$ cat src/rtl/fft_window_pkg.sv
// fft_pkg: shared constants for the FFT windowing stage.
//   DATA_W_DEF / COEF_W_DEF : default component and coefficient widths
//   COEF_ONE                : Q1.15 value closest to +1.0, the power-up coefficient
//   RE_LSB / IM_LSB         : component offsets inside a 2*DATA_W tdata word
//   SAT_MAX / SAT_MIN       : saturation limits for a default-width component
package fft_pkg;

    localparam int DATA_W_DEF = 32;
    localparam int COEF_W_DEF = 16;

    localparam logic signed [COEF_W_DEF-1:0] COEF_ONE = 16'sh7FFF;

    localparam int RE_LSB = 0;
    localparam int IM_LSB = DATA_W_DEF;

    localparam logic signed [DATA_W_DEF-1:0] SAT_MAX = {1'b0, {(DATA_W_DEF-1){1'b1}}};
    localparam logic signed [DATA_W_DEF-1:0] SAT_MIN = {1'b1, {(DATA_W_DEF-1){1'b0}}};

endpackage

$ cat src/rtl/fft_window_if.sv
// fft_window_if: AXI4-Stream style bundle carrying complex samples.
//   tvalid / tready : handshake
//   tlast           : last sample of a frame
//   tdata           : {im, re}, each DATA_W bits signed
// Modports:
//   master : drives tvalid/tlast/tdata, receives tready
//   slave  : receives tvalid/tlast/tdata, drives tready
interface fft_window_if
    import fft_pkg::*;
#(
    parameter int DATA_W = DATA_W_DEF
);

    logic                tvalid;
    logic                tready;
    logic                tlast;
    logic [2*DATA_W-1:0] tdata;

    modport master (output tvalid, output tlast, output tdata, input tready);
    modport slave  (input tvalid, input tlast, input tdata, output tready);

endinterface

$ cat src/rtl/fft_window_mac.sv
// fft_window_mac: combinational multiply / round / saturate of one signed
// component by one signed Q1.(COEF_W-1) coefficient.
//   x_i : signed sample component, DATA_W bits
//   c_i : signed coefficient, COEF_W bits
//   y_o : round-half-up, saturated product, DATA_W bits
// The result register lives in the parent.
module fft_window_mac #(
    parameter int DATA_W = 32,
    parameter int COEF_W = 16
) (
    input  logic signed [DATA_W-1:0] x_i,
    input  logic signed [COEF_W-1:0] c_i,
    output logic signed [DATA_W-1:0] y_o
);

    // One guard bit above the full product keeps the rounding add from
    // wrapping for the (-1.0 * most-negative) corner.
    localparam int PW = DATA_W + COEF_W + 1;

    localparam logic signed [DATA_W-1:0] Y_MAX = {1'b0, {(DATA_W-1){1'b1}}};
    localparam logic signed [DATA_W-1:0] Y_MIN = {1'b1, {(DATA_W-1){1'b0}}};

    function automatic logic signed [PW-1:0] round_shift(input logic signed [PW-1:0] p);
        logic signed [PW-1:0] half;
        half = '0;
        half[COEF_W-2] = 1'b1;
        return (p + half) >>> (COEF_W - 1);
    endfunction

    // Fits when every bit from the sign position upward agrees.
    function automatic logic signed [DATA_W-1:0] saturate(input logic signed [PW-1:0] v);
        logic [PW-DATA_W:0] top;
        top = v[PW-1:DATA_W-1];
        if ((top == '0) || (top == '1)) begin
            return v[DATA_W-1:0];
        end else if (v[PW-1]) begin
            return Y_MIN;
        end else begin
            return Y_MAX;
        end
    endfunction

    logic signed [PW-1:0] prod;

    assign prod = PW'(x_i) * PW'(c_i);
    assign y_o  = saturate(round_shift(prod));

endmodule

$ cat src/rtl/fft_window.sv
// fft_window: windowing stage between the FFT sample buffer and the FFT core.
// Each complex beat is multiplied by a per-bin real coefficient taken from a
// writable NFFT-entry RAM indexed by the position of the beat in its frame.
// Two-stage elastic pipeline with full backpressure.
//
// Ports:
//   clk, reset        : clock, synchronous active-high reset
//   cWAddr/cWData/cWEn: coefficient RAM write port (read-first vs. the stream)
//   errClr            : clears the sticky frameErr flag (a same-cycle set wins)
//   s_axis (slave)    : input samples {im, re}
//   m_axis (master)   : windowed samples, same packing, tlast delayed
//   frameErr          : sticky tlast / bin-index mismatch flag
//
// Build option: define FFT_WINDOW_BYPASS_EN to add the 'bypass' input; a beat
// flagged with it passes through bit-exactly with unchanged latency.
module fft_window
    import fft_pkg::*;
#(
    parameter int NFFT   = 8,
    parameter int DATA_W = DATA_W_DEF,
    parameter int COEF_W = COEF_W_DEF
) (
    input  logic                    clk,
    input  logic                    reset,
    input  logic [$clog2(NFFT)-1:0] cWAddr,
    input  logic [COEF_W-1:0]       cWData,
    input  logic                    cWEn,
    input  logic                    errClr,
`ifdef FFT_WINDOW_BYPASS_EN
    input  logic                    bypass,
`endif
    fft_window_if.slave             s_axis,
    fft_window_if.master            m_axis,
    output logic                    frameErr
);

    localparam int AW     = $clog2(NFFT);
    localparam int IM_OFS = RE_LSB + DATA_W;
    localparam logic signed [COEF_W-1:0] COEF_INIT = {1'b0, {(COEF_W-1){1'b1}}};

    // Power-up contents only; reset deliberately leaves the table alone.
    logic signed [COEF_W-1:0] coef_mem [NFFT] = '{default: COEF_INIT};

    logic                     p2_load;
    logic                     p1_adv;
    logic                     s_rdy;
    logic                     accept;

    logic [AW-1:0]            idx_q, idx_d;
    logic                     idx_last;
    logic                     frame_err_q, frame_err_d;

    logic                     vld_p1_q;
    logic signed [DATA_W-1:0] re_p1_q;
    logic signed [DATA_W-1:0] im_p1_q;
    logic signed [COEF_W-1:0] coef_p1_q;
    logic                     last_p1_q;
`ifdef FFT_WINDOW_BYPASS_EN
    logic                     byp_p1_q;
`endif

    logic signed [DATA_W-1:0] y_re;
    logic signed [DATA_W-1:0] y_im;
    logic [2*DATA_W-1:0]      data_p2_d;

    logic                     vld_p2_q;
    logic [2*DATA_W-1:0]      data_p2_q;
    logic                     last_p2_q;

    // A stage loads when empty or when its current content leaves this cycle.
    assign p2_load  = !vld_p2_q || m_axis.tready;
    assign p1_adv   = vld_p1_q && p2_load;
    assign s_rdy    = !reset && (!vld_p1_q || p1_adv);
    assign accept   = s_axis.tvalid && s_rdy;
    assign idx_last = (idx_q == AW'(NFFT - 1));

    always_ff @(posedge clk) begin
        if (cWEn) begin
            coef_mem[cWAddr] <= $signed(cWData);
        end
    end

    // Bin index and sticky framing error. A mismatch is tlast disagreeing
    // with "this is bin NFFT-1"; the index restarts either way.
    always_comb begin
        idx_d       = idx_q;
        frame_err_d = frame_err_q;
        if (errClr) begin
            frame_err_d = 1'b0;
        end
        if (accept) begin
            if (s_axis.tlast || idx_last) begin
                idx_d = '0;
            end else begin
                idx_d = idx_q + AW'(1);
            end
            if (s_axis.tlast != idx_last) begin
                frame_err_d = 1'b1;
            end
        end
    end

    always_ff @(posedge clk) begin
        if (reset) begin
            idx_q       <= '0;
            frame_err_q <= 1'b0;
        end else begin
            idx_q       <= idx_d;
            frame_err_q <= frame_err_d;
        end
    end

    // ---- stage 1: capture sample, tlast and coefficient (synchronous read) ----
    always_ff @(posedge clk) begin
        if (reset) begin
            vld_p1_q <= 1'b0;
        end else if (accept) begin
            vld_p1_q <= 1'b1;
        end else if (p1_adv) begin
            vld_p1_q <= 1'b0;
        end
    end

    // Reading coef_mem here while a write lands on the same edge returns the
    // old entry, which gives read-first behaviour.
    always_ff @(posedge clk) begin
        if (accept) begin
            re_p1_q   <= $signed(s_axis.tdata[RE_LSB +: DATA_W]);
            im_p1_q   <= $signed(s_axis.tdata[IM_OFS +: DATA_W]);
            coef_p1_q <= coef_mem[idx_q];
            last_p1_q <= s_axis.tlast;
`ifdef FFT_WINDOW_BYPASS_EN
            byp_p1_q  <= bypass;
`endif
        end
    end

    fft_window_mac #(.DATA_W(DATA_W), .COEF_W(COEF_W)) u_mac_re (
        .x_i (re_p1_q),
        .c_i (coef_p1_q),
        .y_o (y_re)
    );

    fft_window_mac #(.DATA_W(DATA_W), .COEF_W(COEF_W)) u_mac_im (
        .x_i (im_p1_q),
        .c_i (coef_p1_q),
        .y_o (y_im)
    );

`ifdef FFT_WINDOW_BYPASS_EN
    assign data_p2_d = byp_p1_q ? {im_p1_q, re_p1_q} : {y_im, y_re};
`else
    assign data_p2_d = {y_im, y_re};
`endif

    // ---- stage 2: register the windowed result, held while stalled ----
    always_ff @(posedge clk) begin
        if (reset) begin
            vld_p2_q  <= 1'b0;
            last_p2_q <= 1'b0;
            data_p2_q <= '0;
        end else if (p2_load) begin
            vld_p2_q <= vld_p1_q;
            if (vld_p1_q) begin
                last_p2_q <= last_p1_q;
                data_p2_q <= data_p2_d;
            end
        end
    end

    assign s_axis.tready = s_rdy;
    assign m_axis.tvalid = vld_p2_q;
    assign m_axis.tlast  = last_p2_q;
    assign m_axis.tdata  = data_p2_q;
    assign frameErr      = frame_err_q;

endmodule

$ cat src/flat_wrapper.sv
// flat-port wrapper written by rule: the top's interface ports become plain ports
module fft_window_flat import fft_pkg::*;
#(
    parameter int NFFT   = 8,
    parameter int DATA_W = DATA_W_DEF,
    parameter int COEF_W = COEF_W_DEF
)
  (clk, reset, cWAddr, cWData, cWEn, errClr, frameErr, s_axis_tvalid, s_axis_tlast, s_axis_tdata, s_axis_tready, m_axis_tvalid, m_axis_tlast, m_axis_tdata, m_axis_tready);
  fft_window_if #(.DATA_W(DATA_W)) s_axis_i ();
  fft_window_if #(.DATA_W(DATA_W)) m_axis_i ();
  input  logic clk;
  input  logic reset;
  input  logic [$clog2(NFFT)-1:0] cWAddr;
  input  logic [COEF_W-1:0] cWData;
  input  logic cWEn;
  input  logic errClr;
  output logic frameErr;
  input wire logic [$bits(s_axis_i.tvalid)-1:0] s_axis_tvalid;
  input wire logic [$bits(s_axis_i.tlast)-1:0] s_axis_tlast;
  input wire logic [$bits(s_axis_i.tdata)-1:0] s_axis_tdata;
  output wire logic [$bits(s_axis_i.tready)-1:0] s_axis_tready;
  output wire logic [$bits(m_axis_i.tvalid)-1:0] m_axis_tvalid;
  output wire logic [$bits(m_axis_i.tlast)-1:0] m_axis_tlast;
  output wire logic [$bits(m_axis_i.tdata)-1:0] m_axis_tdata;
  input wire logic [$bits(m_axis_i.tready)-1:0] m_axis_tready;
  assign s_axis_i.tvalid = s_axis_tvalid;
  assign s_axis_i.tlast = s_axis_tlast;
  assign s_axis_i.tdata = s_axis_tdata;
  assign s_axis_tready = s_axis_i.tready;
  assign m_axis_tvalid = m_axis_i.tvalid;
  assign m_axis_tlast = m_axis_i.tlast;
  assign m_axis_tdata = m_axis_i.tdata;
  assign m_axis_i.tready = m_axis_tready;
  fft_window #(.NFFT(NFFT), .DATA_W(DATA_W), .COEF_W(COEF_W)) u_core (.clk(clk), .reset(reset), .cWAddr(cWAddr), .cWData(cWData), .cWEn(cWEn), .errClr(errClr), .s_axis(s_axis_i), .m_axis(m_axis_i), .frameErr(frameErr));
endmodule
$ cat config.mk
export PLATFORM = sky130hd
export DESIGN_NAME = fft_window_flat
export DESIGN_NICKNAME = d
export VERILOG_FILES = /design/src/rtl/fft_window_pkg.sv /design/src/rtl/fft_window_if.sv /design/src/rtl/fft_window_mac.sv /design/src/rtl/fft_window.sv /design/src/flat_wrapper.sv
export SDC_FILE = /design/constraint.sdc
export NUM_CORES = 2
export LEC_CHECK = 0
export ABC_AREA = 1
export BUFFER_PORTS_ARGS = -buffer_cell sky130_fd_sc_hd__buf_2
export CELL_PAD_IN_SITES_DETAIL_PLACEMENT = 2
export CELL_PAD_IN_SITES_GLOBAL_PLACEMENT = 2
export CORE_MARGIN = 2
export CORE_UTILIZATION = 36
export DETAILED_ROUTE_END_ITERATION = 16
export PLACE_DENSITY_LB_ADDON = 0.25
export SLEW_MARGIN = 10
export SYNTH_ARGS = -nofsm -noshare
export SYNTH_HDL_FRONTEND = slang
export SYNTH_SLANG_ARGS = --single-unit
$ cat constraint.sdc
create_clock -name clk -period 6.5 [get_ports clk]
set_clock_uncertainty 0.1 [all_clocks]
set_input_delay 0.65 -clock clk [delete_from_list [all_inputs] [get_ports clk]]
set_output_delay 0.65 -clock clk [all_outputs]
set_load 0.005 [all_outputs]
# ---- After elaboration in Yosys (flattened, before gate mapping)
# Memory sizes are Yosys's and may differ from the RTL's. A register that Yosys moved wholly into a read port is not among the register bits.
# Index checks and enable logic that the tools add are counted.
dict set report word_totals {
  regBits 136
  ramBits 128
  in_bits 90
  out_inout_bits 68
  wordCells 46
  n_memories 1
}
dict set report op_classes {
  addsub 3
  mul 2
  eq_ne 4
  muxes 12
  n_reduce_logical 15
}
# name words width read_ports rd_clocked_by_memory_dff wr line
set mem_list {}
lappend mem_list {u_core.coef_mem 8 16 1 1 1 fft_window.sv:42} ;# logic signed [COEF_W-1:0] coef_mem [NFFT] = '{default: COEF_INIT};
# op n
set op_table {}
lappend op_table {{$mux W32} 4}
lappend op_table {{$add A49 B16 Y49 const B} 2}
lappend op_table {{$mul A32 B16 Y48} 2}
lappend op_table {{$eq A18 B18 Y1 const B} 2}
lappend op_table {{$logic_not A18 Y1} 2}
lappend op_table {{$mux W1} 7}
lappend op_table {{$logic_or A1 B1 Y1} 5}
lappend op_table {{$add A3 B1 Y3 const B} 1}
lappend op_table {{$eq A3 B3 Y1 const B} 1}
lappend op_table {{$logic_and A1 B1 Y1} 3}
lappend op_table {{$logic_not A1 Y1} 3}
lappend op_table {{$mux W3} 1}
lappend op_table {{$reduce_and A2 Y1} 1}
lappend op_table {{$reduce_bool A2 Y1} 1}
lappend op_table {{$ne A1 B1 Y1} 1}

# ---- Depth between registers and ports, before layout
dict set report depth {
  word_depth 7
  ltp_mapped 40
  depth_no_buf 37
}

# ---- By module
# Synthesis repeated with hierarchy kept, for this count alone.
dict set report unflattened {
  hier_cells 6195
  area_unflattened_um2 49150.9
}
# mod n_inst cells_each area_per_inst_um2 seq_area_each_um2
set by_module_without_submodules {}
lappend by_module_without_submodules {{fft_window_mac (u_core.u_mac_im)} 1 2655 19451.2 0.0}
lappend by_module_without_submodules {{fft_window_mac (u_core.u_mac_re)} 1 2657 19414.9 0.0}
lappend by_module_without_submodules {fft_window 1 883 10284.9 7697.4}

# ---- Worst setup path after synthesis
# OpenSTA, ideal clock, no wires.
dict set report synth_timing {
  path_type {reg2reg}
  startpoint {register u_core.coef_p1_q[7], read port of u_core.coef_mem}
  endpoint {register u_core.data_p2_q[33] (netlist: u_core.m_axis.tdata[33])}
  setup_time_ns 0.122
  arrival_time_ns 6.704
  t_required_ns 6.278
  slack_ns -0.425
  path_stages_with_launch 36
  path_buffers 3
  synth_period_minus_slack_ns 6.925
  cell_sequence {edfxtp_1 clkbuf_1 clkbuf_1 nand2_1 fa_1 inv_1 fa_1 inv_1 fa_1 inv_1 fa_1 fa_1 inv_1 fa_1 inv_1 ha_1 nand2_1 nor2_1 nand3_1 clkinv_1 nand2_1 nand2_2 xor2_2 ha_1 inv_1 nor2_2 nand3_2 nor2_4 nand2_2 nor2_2 nand4_1 nand2_2 nand3_2 a21oi_4 buf_6 a21oi_2}
}
dict set report synth_via {
  elab_chain_len 5
  elab_cells_between_ends 7
  cone_classes {1 x add/sub; 1 x mul; 1 x eq/ne; 2 x mux; 2 x reduce/logical}
}
# item line
set synth_lines {}
lappend synth_lines {{start, declared} fft_window.sv:56} ;# logic signed [COEF_W-1:0] coef_p1_q;
lappend synth_lines {{$mul A32 B16 Y48 (*)} fft_window_mac.sv:45} ;# assign prod = PW'(x_i) * PW'(c_i);
lappend synth_lines {{$add A49 B16 Y49 (*)} fft_window_mac.sv:27} ;# return (p + half) >>> (COEF_W - 1);
lappend synth_lines {{$eq A18 B18 Y1 / $logic_not A18 Y1 (equally long branches)} fft_window_mac.sv:34} ;# if ((top == '0) || (top == '1)) begin
lappend synth_lines {{$logic_or A1 B1 Y1} fft_window_mac.sv:34}
lappend synth_lines {{$mux W32 (*)} fft_window_mac.sv:34}
lappend synth_lines {{end signal, assigned} fft_window.sv:166} ;# data_p2_q <= data_p2_d;
lappend synth_lines {{end, declared} fft_window.sv:67} ;# logic [2*DATA_W-1:0] data_p2_q;
# Every way passes the cells marked *; elsewhere a longest branch is shown, timed or not.
# A chain may end at the register's enable or synchronous reset.

# ---- Worst setup path in the final report
dict set report layout_timing {
  startpoint {register u_core.coef_p1_q[4], read port of u_core.coef_mem}
  endpoint {register u_core.data_p2_q[29] (netlist: u_core.m_axis.tdata[29])}
}
# Same word-level chain as after synthesis.

==> impl_metrics.tcl <==
set metrics [dict create \
    globalRouteTotalUtil_pct 29.1 \
    min_period_over_period_pct 127 \
    worst_path_most_repeated_cell "sky130_fd_sc_hd__nand2_1" \
    detailroute.via_count 49335 \
    post-route-worst-setup-slack_ns -1.73 \
    wirelength_um 266000 \
    worst_pin_slew_ns 1.08 \
    cts_num_sinks 280 \
    cap_viol_max_count 0 \
    required_ns 6.98 \
    post_detailed_route_count_of_antenna_violating_nets 0 \
    cts_tree "done" \
    drt_iter0_markers 3726 \
    ys_warn_count 0 \
    finalSetupViolCount 64 \
    die_h_um 379 \
    yosys.area.top_type_share_pct 38.3 \
    worst-path-buf-inv 6 \
    r2r_cells 29 \
    cp_slowest_stage_delay_ns 0.73 \
    nNetsFinal 8580 \
    ys_seq_elements 280 \
    drt_pre_antenna_iters 5 \
    cell_type_of_the_slowest_stage_on_the_worst_timing_path "sky130_fd_sc_hd__fa_2" \
    hold_path.startpoint "s_axis_tdata[61]" \
    crit_path_start_kind "register" \
    synth.distinct_cells 48 \
    worstPathArrival_ns 8.71 \
    yosysTopAreaCell "sky130_fd_sc_hd__fa_1" \
    dpl.cell_count 9004 \
    fp.dieW_um 379 \
    cts.reportedPaths.clkPinSlew_ns 0.07 \
    placement_rows 137 \
    multi_input_comb_area_um2 37900 \
    synth_area_per_cell_um2 7.88 \
    detailedPlacementHpwl_um 164000 \
    timing.rr.end "u_core.m_axis.tdata[29]$_SDFFE_PP0P_" \
    fillCellCount 15337 \
    fp.coreArea_um2 140000 \
    pin_count 158 \
    criticalPathCategory "reg2reg" \
    number_of_global_route_vias_before_repair 54092 \
    worst_setup_path_end_kind "register" \
    hold_class "in2reg" \
    final-seq-area_um2 7700 \
    path_delay_family "adder cells" \
    ratio_of_cells_with_drive_above_1_in_the_final_layout_pct 26.1 \
    tritoncts_buffers 38 \
    sequential_element_share_of_the_synthesized_area_pct 15.2 \
    die_area_um2 144000 \
    initial_antenna_violation_count 5 \
    number_of_vias_per_cell 5.36 \
    globalRoute.totalOverflow 0 \
    violations "negative setup slack" \
    synthArstFlopShare_pct 0 \
    setup_repair_after_global_routing_missed_its_margin "true" \
    final-hold-violation-count 0 \
    ff2ff_setup_slack_ns -1.73 \
    worstReg2RegStart "u_core.coef_p1_q[4]$_DFFE_PP_" \
    synthTopCellsByArea "sky130_fd_sc_hd__fa_1 38%, sky130_fd_sc_hd__inv_1 13%, sky130_fd_sc_hd__edfxtp_1 12%" \
    drcViolationCount 0 \
    outcome "finished with violations" \
    synth_flop_cell "sky130_fd_sc_hd__edfxtp_1" \
    area.growth.synth_to_final_pct 29.2 \
    detailed_route_wire_length_per_cell_um 29.0 \
    routabilityCongestion 0.879 \
    final_cells 9202 \
    grt_pass1_wl_um 321000 \
    final_period_minus_worst_setup_slack_ns 8.23 \
    achievable-frequency_mhz 122 \
    critPathMaxFanout 7 \
    min_delay_path_depth 1 \
    ctsRootBufferMaster "sky130_fd_sc_hd__clkbuf_16" \
    h_tree_depth 2 \
    maximum_number_of_pins_on_one_net_before_global_route_repair 86 \
    placement.cell_area_um2 60100 \
    starting_density_of_the_core_pct 36.3 \
    syn-num-nets 7727 \
    final_max_slew_viol_count 0 \
    maxSlewHeadroom_pct 28.0 \
    post_synth_instance_area_um2 50800 \
    synth_edf_count 209 \
    worst_hold_path_endpoint "u_core.im_p1_q[29]$_DFFE_PP_" \
    finalSetupTns_ns -100.22 \
    netlist_instances 6440 \
    finalInstanceArea_um2 65600 \
    place.port_buffers 157 \
    insertion_delay_ns 0.66 \
    clock_tree.buffer_depth 3 \
]
flip-flops by register name, summed over array words and instances (netlist names):
signal                count
u_core.frameErr           1
u_core.coef_p1_q         16
u_core.re_p1_q           32
u_core.im_p1_q           32
u_core.m_axis.tdata      64
u_core.coef_mem         128
u_core.idx_q              3
u_core.vld_p1_q           1
u_core.last_p1_q          1
u_core.m_axis.tvalid      1
u_core.m_axis.tlast       1
worst max-delay path by stage:
stage	from	end	slack (ns)	cells past startpoint
3_3_place_gp	u_core.coef_p1_q[1]$_DFFE_PP_	u_core.m_axis.tdata[29]$_SDFFE_PP0P_	-0.93	30
6_report	u_core.coef_p1_q[4]$_DFFE_PP_	u_core.m_axis.tdata[29]$_SDFFE_PP0P_	-1.73	29
5_1_grt	u_core.coef_p1_q[6]$_DFFE_PP_	u_core.m_axis.tdata[29]$_SDFFE_PP0P_	-1.79	29
3_5_place_dp	u_core.im_p1_q[31]$_DFFE_PP_	u_core.m_axis.tdata[32]$_SDFFE_PP0P_	-1.17	31
2_1_floorplan	u_core.im_p1_q[10]$_DFFE_PP_	u_core.m_axis.tdata[34]$_SDFFE_PP0P_	0.00009	30
4_1_cts	u_core.coef_p1_q[3]$_DFFE_PP_	u_core.m_axis.tdata[13]$_SDFFE_PP0P_	-0.98	32
cells by family (layout without fill, tap and decap cells):
kind of cell / after synthesis / in the layout / synth area share (%)
buffers and inverters: 2077 / 2960 / 15.6
adders and majority gates: 1197 / 1197 / 43.9
xor gates and xnor gates: 82 / 82 / 1.47
DFF: 280 / 280 / 15.2
AOI/OAI and AO/OA: 431 / 431 / 4.93
and+or+nand+nor: 2373 / 2373 / 19.0
other: 0 / 3 / 0
cells in the mapped netlist, types with 16 or more instances:
cell / number
sky130_fd_sc_hd__buf_1: 24
sky130_fd_sc_hd__a21oi_1: 122
sky130_fd_sc_hd__xor2_1: 55
sky130_fd_sc_hd__nand4_1: 43
sky130_fd_sc_hd__edfxtp_1: 209
sky130_fd_sc_hd__fa_1: 970
sky130_fd_sc_hd__inv_1: 1789
sky130_fd_sc_hd__nor3_1: 17
sky130_fd_sc_hd__xnor2_1: 25
sky130_fd_sc_hd__o22ai_1: 16
sky130_fd_sc_hd__o21ai_0: 186
sky130_fd_sc_hd__clkbuf_1: 235
sky130_fd_sc_hd__dfxtp_1: 71
sky130_fd_sc_hd__nand3b_1: 16
sky130_fd_sc_hd__nand3_1: 127
sky130_fd_sc_hd__ha_1: 227
sky130_fd_sc_hd__nor2_2: 17
sky130_fd_sc_hd__a31oi_1: 21
sky130_fd_sc_hd__nand2_1: 1644
sky130_fd_sc_hd__nor2_1: 405
sky130_fd_sc_hd__a21oi_2: 60
sky130_fd_sc_hd__nand2_2: 66
routing by layer:
layer / up-vias / routed length (µm) / track usage [%]
li1: 20243 / - / -
met1: 25977 / 100000 / 37.7
met2: 2159 / 134000 / 52.2
met3: 950 / 15500 / 2.73
met4: 6 / 16500 / 7.08
met5: - / 34 / 0
repair_timing:
action | in CTS | in global routing
pin swaps | 20 | 217
buffers inserted | 21 | 81
hold endpoints to repair | 0 | 0
gates resized for setup | 140 | 579
cloned | 8 | 17
hold buffers | 0 | 0
setup endpoints to repair | 64 | 64
cell usage in the layout, fill, tap and decap left out, drive strengths merged:
| master | Yosys | routed |
|---|---|---|
| a21o | 8 | 8 |
| a21oi | 184 | 184 |
| a31oi | 21 | 21 |
| and2 | 2 | 2 |
| and3 | 1 | 1 |
| buf | 38 | 1067 |
| bufbuf | 0 | 6 |
| bufinv | 0 | 1 |
| clkbuf | 235 | 60 |
| clkinv | 3 | 18 |
| clkinvlp | 0 | 3 |
| dfxtp | 71 | 71 |
| diode | 0 | 3 |
| edfxtp | 209 | 209 |
| fa | 970 | 970 |
| ha | 227 | 227 |
| inv | 1801 | 1805 |
| nand2 | 1712 | 1712 |
| nand3 | 132 | 132 |
| nand3b | 18 | 18 |
| nand4 | 44 | 44 |
| nor2 | 428 | 428 |
| nor3 | 21 | 21 |
| nor4 | 3 | 3 |
| o21a | 3 | 3 |
| o21ai | 191 | 191 |
| o21bai | 7 | 7 |
| o22ai | 16 | 16 |
| o311ai | 1 | 1 |
| or2 | 12 | 12 |
| xnor2 | 25 | 25 |
| xor2 | 57 | 57 |
through the flow:
step | hold WS, ns | setup WS, ns | util, %
after CTS | 0.0474 | -0.982 | 44.7
after detailed placement | 0.377 | -1.17 | 43.0
final | 0.0678 | -1.73 | 46.9
after global routing | 0.0579 | -1.79 | 46.9
after global placement | 0.351 | -0.934 | 43.0
after floorplan | 0.345 | 0.0000937 | -
cell type report:
cell class | count | share of cell area, %
Antenna cell | 3 | 0.0114
Timing Repair Buffer | 1086 | 14.6
Clock inverter | 23 | 0.361
Multi-Input combinational cell | 4083 | 57.8
Clock buffer | 47 | 1.56
Tap cell | 1876 | 3.58
Inverter | 1804 | 10.3
Sequential cell | 280 | 11.7
Power is left out: the tool's default activity adds up to more than one toggle a clock period on the data nets, which glitch-free logic cannot reach.
